### src/rtl/hazard_pkg.sv
// hazard_pkg: shared state, forwarding and result-source encodings for the hazard controller.
package hazard_pkg;
  typedef enum logic [1:0] {RUN, WAIT, ERROR} hz_state_t;
  localparam logic [1:0] FWD_REG = 2'b00;
  localparam logic [1:0] FWD_WB = 2'b01;
  localparam logic [1:0] FWD_MEM = 2'b10;
  localparam logic [1:0] RESULT_SRC_MEM = 2'b01;
endpackage

### src/rtl/forward_unit.sv
// forward_unit: per-operand bypass select for the instruction in E; the M stage beats the W stage.
module forward_unit
  import hazard_pkg::*;
(
  input  logic [4:0] rsE,
  input  logic [4:0] rdM,
  input  logic [4:0] rdW,
  input  logic       regWriteM,
  input  logic       regWriteW,
  output logic [1:0] forward
);
  always_comb
    forward = (regWriteM && rdM != 5'd0 && rdM == rsE) ? FWD_MEM :
              (regWriteW && rdW != 5'd0 && rdW == rsE) ? FWD_WB : FWD_REG;
endmodule

### src/rtl/hazard_controller.sv
// hazard_controller: forwarding, load-use stall, branch flush and data-memory wait/timeout control
// for a 5-stage RV32I pipeline, plus saturating stall/flush performance counters.
module hazard_controller
  import hazard_pkg::*;
#(
  parameter int TIMEOUT = 16,
  parameter int CNT_W = 32
) (
  input  logic             clk,
  input  logic             reset,
  input  logic [4:0]       Rs1D,
  input  logic [4:0]       Rs2D,
  input  logic [4:0]       Rs1E,
  input  logic [4:0]       Rs2E,
  input  logic [4:0]       RdE,
  input  logic [4:0]       RdM,
  input  logic [4:0]       RdW,
  input  logic [1:0]       ResultSrcE,
  input  logic             RegWriteM,
  input  logic             RegWriteW,
  input  logic             PCSrcE,
  input  logic             MemReqM,
  input  logic             MemReadyM,
  input  logic             CountClr,
  output logic [1:0]       ForwardAE,
  output logic [1:0]       ForwardBE,
  output logic             StallF,
  output logic             StallD,
  output logic             StallE,
  output logic             StallM,
  output logic             StallW,
  output logic             FlushD,
  output logic             FlushE,
  output logic             MemTimeout,
  output logic [CNT_W-1:0] StallCount,
  output logic [CNT_W-1:0] FlushCount
);
  localparam int WCW = $clog2(TIMEOUT);
  hz_state_t state, nextState;
  logic [WCW-1:0] waitCnt;
  logic lwStall, memStall;
  forward_unit fwdA (.rsE(Rs1E), .rdM(RdM), .rdW(RdW), .regWriteM(RegWriteM), .regWriteW(RegWriteW), .forward(ForwardAE));
  forward_unit fwdB (.rsE(Rs2E), .rdM(RdM), .rdW(RdW), .regWriteM(RegWriteM), .regWriteW(RegWriteW), .forward(ForwardBE));
  always_comb begin
    lwStall = ResultSrcE == RESULT_SRC_MEM && RdE != 5'd0 && (Rs1D == RdE || Rs2D == RdE);
    memStall = (state == RUN && MemReqM && !MemReadyM) || (state == WAIT && !MemReadyM) || state == ERROR;
    nextState = (state == ERROR) ? ERROR :
                (state == RUN) ? ((MemReqM && !MemReadyM) ? WAIT : RUN) :
                MemReadyM ? RUN :
                (waitCnt == WCW'(TIMEOUT - 1)) ? ERROR : WAIT;
    // A taken branch is held in E during a memory freeze and acted on after release.
    StallE = reset && memStall;
    StallM = StallE;
    StallW = StallE;
    StallF = reset && (memStall || (!PCSrcE && lwStall));
    StallD = StallF;
    FlushD = reset && !memStall && PCSrcE;
    FlushE = reset && !memStall && (PCSrcE || lwStall);
  end
  always_ff @(posedge clk or negedge reset)
    if (!reset) begin
      state <= RUN;
      waitCnt <= '0;
      MemTimeout <= 1'b0;
      StallCount <= '0;
      FlushCount <= '0;
    end else begin
      state <= nextState;
      waitCnt <= (state == WAIT) ? waitCnt + WCW'(1) : (state == RUN) ? '0 : waitCnt;
      MemTimeout <= nextState == ERROR;
      StallCount <= CountClr ? '0 : ((StallF || StallE) && !(&StallCount)) ? StallCount + CNT_W'(1) : StallCount;
      FlushCount <= CountClr ? '0 : (FlushD && !(&FlushCount)) ? FlushCount + CNT_W'(1) : FlushCount;
    end
endmodule

### config.mk
export PLATFORM = sky130hd
export DESIGN_NAME = hazard_controller
export DESIGN_NICKNAME = d
export VERILOG_FILES = /design/src/rtl/hazard_pkg.sv /design/src/rtl/forward_unit.sv /design/src/rtl/hazard_controller.sv
export SDC_FILE = /design/constraint.sdc
export NUM_CORES = 1
export LEC_CHECK = 0
export ABC_AREA = 1
export BUFFER_PORTS_ARGS = -buffer_cell sky130_fd_sc_hd__buf_2
export CORE_MARGIN = 2
export CORE_UTILIZATION = 62
export CTS_BUF_LIST = sky130_fd_sc_hd__clkbuf_8
export CTS_CLUSTER_SIZE = 20
export DETAILED_ROUTE_END_ITERATION = 8
export PLACE_DENSITY = 0.88
export SLEW_MARGIN = 0
export SYNTH_ARGS = -nofsm -noshare
export SYNTH_HDL_FRONTEND = slang
export SYNTH_HIERARCHICAL = 1
export SYNTH_SLANG_ARGS = --single-unit
### constraint.sdc
create_clock -name clk -period 3.3 [get_ports clk]
set_input_delay 0.495 -clock clk [delete_from_list [all_inputs] [get_ports clk]]
set_output_delay 0.495 -clock clk [all_outputs]
set_load 0.005 [all_outputs]
# --- Yosys cells after proc, flatten, opt, wreduce, memory -nomap -nowiden ---
# Cells that the tools add are included.
totals:
  output_inout_bits: 76
  inputBits: 45
  ff_bits: 71
  elab_cells: 74
op_classes:
  eq_ne: 11
  n_reduce_logical: 40
  addsub: 3
  mux: 15
ops:
  columns: ["operator", "n"]
  rows:
  - ["two-way mux 32 bit", 4]
  - ["adder 32 x 1 -> 32 bit, second input constant", 2]
  - ["AND reduction 32 bit", 2]
  - ["== test 5 bit", 6]
  - ["logical AND 1 bit", 20]
  - ["nonzero test 5 bit", 3]
  - ["two-way mux 2 bit", 6]
  - ["two-way mux 4 bit", 2]
  - ["logical OR 1 bit", 6]
  - ["nonzero test 2 bit", 3]
  - ["zero test 1 bit", 5]
  - ["adder 4 x 1 -> 4 bit, second input constant", 1]
  - ["== test 2 x 1 -> 1 bit, second input constant", 2]
  - ["== test 2 bit, second input constant", 2]
  - ["== test 4 bit, second input constant", 1]
  - ["two-way mux 1 bit", 3]
  - ["zero test 2 bit", 1]

# --- Depth between registers and ports, before layout ---
logic_depth:
  ltp_word: 11
  mapped_depth: 12

# --- Cells and area by module ---
# The synthesis kept the hierarchy.
by_module_without_submodules:
  columns: ["mod", "area_per_inst_um2", "instances", "cells_per_inst"]
  rows:
  - ["hazard_controller", 5201.2, 1, 811]
  - ["forward_unit", 214.0, 2, 50]

# --- Worst setup path before layout ---
# OpenSTA, ideal clock, no wires.
synth_path:
  kind: "input to output"
  from: "in MemReadyM"
  to: "out StallF"
  stages: 8
  t_required_ns: 2.805
  slack_ns: 1.322
  t_arrival_ns: 1.483
  path_cell_list: "inv_1 > nand2_1 > nor2_1 > nor3_2 > or2_2 > nand2_2 > buf_4 > buf_4"
synth_via:
  elab_chain_len: 6
  word_cells_on_any_way: 7
synth_rtl:
  columns: ["element", "line", "source"]
  rows:
  - ["start, declared", "hazard_controller.sv:23", "input logic MemReadyM,"]
  - ["zero test 1 bit *", "hazard_controller.sv:46", "memStall = (state == RUN && MemReqM && !MemReadyM) || (state == WAIT && !MemReadyM) || state == ERROR;"]
  - ["logical AND 1 bit", "hazard_controller.sv:46", null]
  - ["logical OR 1 bit * (2 in a row)", "hazard_controller.sv:46", null]
  - ["logical OR 1 bit *", "hazard_controller.sv:55", "StallF = reset && (memStall || (!PCSrcE && lwStall));"]
  - ["logical AND 1 bit *", "hazard_controller.sv:55", null]
  - ["end, declared", "hazard_controller.sv:27", "output logic StallF,"]
# Every way passes the cells marked *; elsewhere a longest branch is shown, timed or not.

# --- Final worst setup path ---
layout_path:
  from: "reg state[1]"
  to: "out StallF"
layout_via:
  elab_chain_len: 7
  word_cells_on_any_way: 10
layout_rtl:
  columns: ["element", "line", "source"]
  rows:
  - ["start, declared", "hazard_controller.sv:39", "hz_state_t state, nextState;"]
  - ["start signal, assigned", "hazard_controller.sv:68", "state <= nextState;"]
  - ["zero test 2 bit", "hazard_controller.sv:46", null]
  - ["logical AND 1 bit (2 in a row)", "hazard_controller.sv:46", null]
  - ["logical OR 1 bit", "hazard_controller.sv:46", null]
  - ["logical OR 1 bit *", "hazard_controller.sv:46", null]
  - ["logical OR 1 bit *", "hazard_controller.sv:55", null]
  - ["logical AND 1 bit *", "hazard_controller.sv:55", null]
# Marks and branches as above.

==> impl_results.md <==
- Outcome: finished, final reports clean
- Reg clk slew, reported paths: 0.07 ns
- CP delay by family, top: simple AND/OR/NAND/NOR gates
- Pwr Density: 299.3 mW/mm2
- Worst Path Arrival: 1.95 ns
- Data required, critical path: 2.80 ns
- Vias in the first global route: 5705
- Overall power: 1.931 mW
- Achievable Freq: 408.4 MHz
- Post-Route WL: 15200 um
- DIE AREA: 0.009858 mm2
- Routed wl met2: 7312 um
- Tmin final: 2.448 ns
- Final Cycle Share: 74.20%
- Synth top area cells: dfrtp_1 32%, nand2_1 21%, nand3_1 9.4%
- CP cell instances: inv_2 -> nand2_1 -> nor2_1 -> nor3_2 -> or2_2 -> nand2_2 -> buf_2
- Routed vias/inst: 5.500
- Fin. Hold Viols: 0
- Post-CTS Hold Buffers: 0
- Setup bufs post-CTS: 0
- CTS Root Cell: clkbuf_8
- CTS H-tree depth: 3
- Placed cell area: 0.006235 mm2
- Most frequent cells in the layout: 310 x nand2_1, 122 x nor2_1, 119 x buf_2, 108 x inv_1, 106 x nand3_1
- Fin Hold WS: 0.3559 ns
- P_leak: 3.584 nW
- Multi-input gate area: 0.003233 mm2
- Sequential area share after synthesis: 31.56%
- Setup_tns: 0 ns
- Slowest cell on crit path: dfrtp_1
- Non-Filler Instances: 1129
- Netlist cell types: 33
- TritonCTS clock tree: built
- Num CTS Buffers: 9
- Avg WL per Cell: 13.47 um
- CTS Buffer Depth: 2
- Buffers on Ports: 120
- Design Area, Final: 0.006454 mm2
- Syn_area_per_cell: 6.179 um2
- Fillers: 805
- Hold WC Path Type: input pin to async pin
- Die W: 99.29 um
- Nets@finish: 1064
- Slew headroom: 39.83%
- Drt pass-1 iters: 5
- Aggregate global routing overflow: 0
- Vias: 6209
- Most common cell after layout, fill and taps aside: nand2_1
- Top sig layer: met4
- Post-Syn Instances: 911
- Reg area: 0.001777 mm2
- Largest net degree at the start of global routing: 76
- Synthesis Warnings: 6
- Met1 WL: 6278 um
- Worst Setup Start Kind: flip-flop
- Yosys reg bits: 71
- First-pass GRT wire length: 25700 um
- WS Path Type: flip-flop to primary output
- Clk_skew: 0.01051 ns
- Peak VDD IR: 0.1668 mV
- Post-route ant nets: 0
- Worst skew pair latency: 0.36 ns
- # diodes: 0
- Antenna violations before repair: 0
- Gates resized, CTS repair: 0
- Largest stage delay on the critical path: 0.42 ns
- Initial Utilization: 64.23%
- Unrepaired setup endpoints after global routing: false
- Overall routing resource usage: 31.58%
- Pins Over Slew Limit: 0
- Final Setup Violations: 0
- Placed Cells: 1113
- Layout cells sized above 1: 16.55%
- FP Rows: 34
- Initial DRC Count: 407
- Mapped Area: 0.005629 mm2
- Die Y: 99.29 um
- RePlAce Congestion: 0.9793
- Post-synth top area share: 31.56%
- Max capacitance violation total: 0
- Syn nets: 959
- Worst-path fanout max: 16
- Core area: 0.008763 mm2
- Met3 WL: 1149 um
- DR DRC count: 0
- Worst Max-Slew Pin Slew: 0.9025 ns
- Dpl hpwl: 11120 um
- Buf/Inv on CP: 2
- Layout area overhead: 14.65%
- Crit path capture type: primary output
- Clock Sinks: 71
- Synth area leader: dfrtp_1
- Num ports: 121
==> synth_stat cells <==
cell	instances
buf_2	3
a21o_1	3
nand3b_1	1
buf_1	4
inv_2	7
a21boi_0	2
o21ai_1	1
xnor2_1	18
a21oi_1	5
dfrtp_1	71
a31oi_1	1
clkbuf_1	12
buf_4	7
clkinv_1	1
nor2_2	7
nand3_1	106
nand3_4	1
nand2_1	310
nand2_2	5
ha_1	3
nand2_4	1
nand4_1	50
nor3_2	1
buf_6	5
o21ai_0	15
nor2_4	1
nor3_4	2
nor3_1	17
xor2_1	17
nor2_1	122
inv_1	108
o22ai_1	2
or2_2	2
==> state kept, by name, summed over array words and instances, names as in the netlist <==
| register | count |
|---|---|
| FlushCount | 32 |
| MemTimeout | 1 |
| StallCount | 32 |
| waitCnt | 4 |
| state | 2 |
==> cell families (layout without fill, tap and decap cells) <==
kind of cell,Yosys count,count (layout),share of synthesized area (%)
xor+xnor,35,35,5.446
simple gates,626,626,48.46
flops,71,71,31.56
fa+ha+maj,3,3,0.6669
buf+inv,147,257,11.00
compound gates,29,29,2.867
==> routing by layer <==
metal | global-route usage, % | vias up
met5 | 0 | -
met4 | 11.91 | 0
met3 | 4.708 | 53
met2 | 54.26 | 269
met1 | 40.38 | 2800
li1 | - | 3087
==> worst reg2reg max path: stages, from the launching register on <==
cell and delay [ns]:
dfrtp_1 0.47, ha_1 0.34, nand3_4 0.16, nor3_4 0.22, inv_2 0.07, nor2_4 0.09, nand2_1 0.06, nand2_1 0.08
buf_4 0.31, nand2_4 0.21, nand2_1 0.13, nand2_1 0.05
==> final timing paths <==
kind                          startpoint        endpoint  slack [ns]  depth (start not counted)
max                             state[1]          StallF        0.85                          7
min                                reset      MemTimeout        0.36                          2
max reg2reg                FlushCount[0]  FlushCount[24]        0.99                         11
min reg2reg                   waitCnt[1]      waitCnt[1]        0.52                          2
max in group asynchronous          reset   StallCount[1]        2.32                          2
min in group clk               MemReadyM      MemTimeout        0.50                          4
==> area by class of cell <==
class	instances	share of cell area, %
timing repair buffer	125	10.12
sequential	71	27.53
tap	108	2.094
clock buffer	9	1.919
multi-input combinational	693	50.10
clock inverter	7	1.473
inverter	116	6.766
==> through the flow <==
| step | setup slack (ns) | utilization (%) |
|---|---|---|
| after detailed placement | 0.9519 | 71.15 |
| final | 0.8515 | 73.64 |
| after floorplan | 1.322 | - |
| after global placement | 1.022 | 71.15 |
| after CTS | 0.8637 | 73.64 |
| after global routing | 0.7338 | 73.64 |
==> where the power goes <==
part	internal [mW]	total (mW)	switching [mW]	leakage, nW
clock network	0.428	0.793	0.365	0.110
logic	0.0774	0.240	0.162	2.49
registers	0.884	0.899	0.0152	0.988
Note: power is estimated with default switching activity, not from simulation.
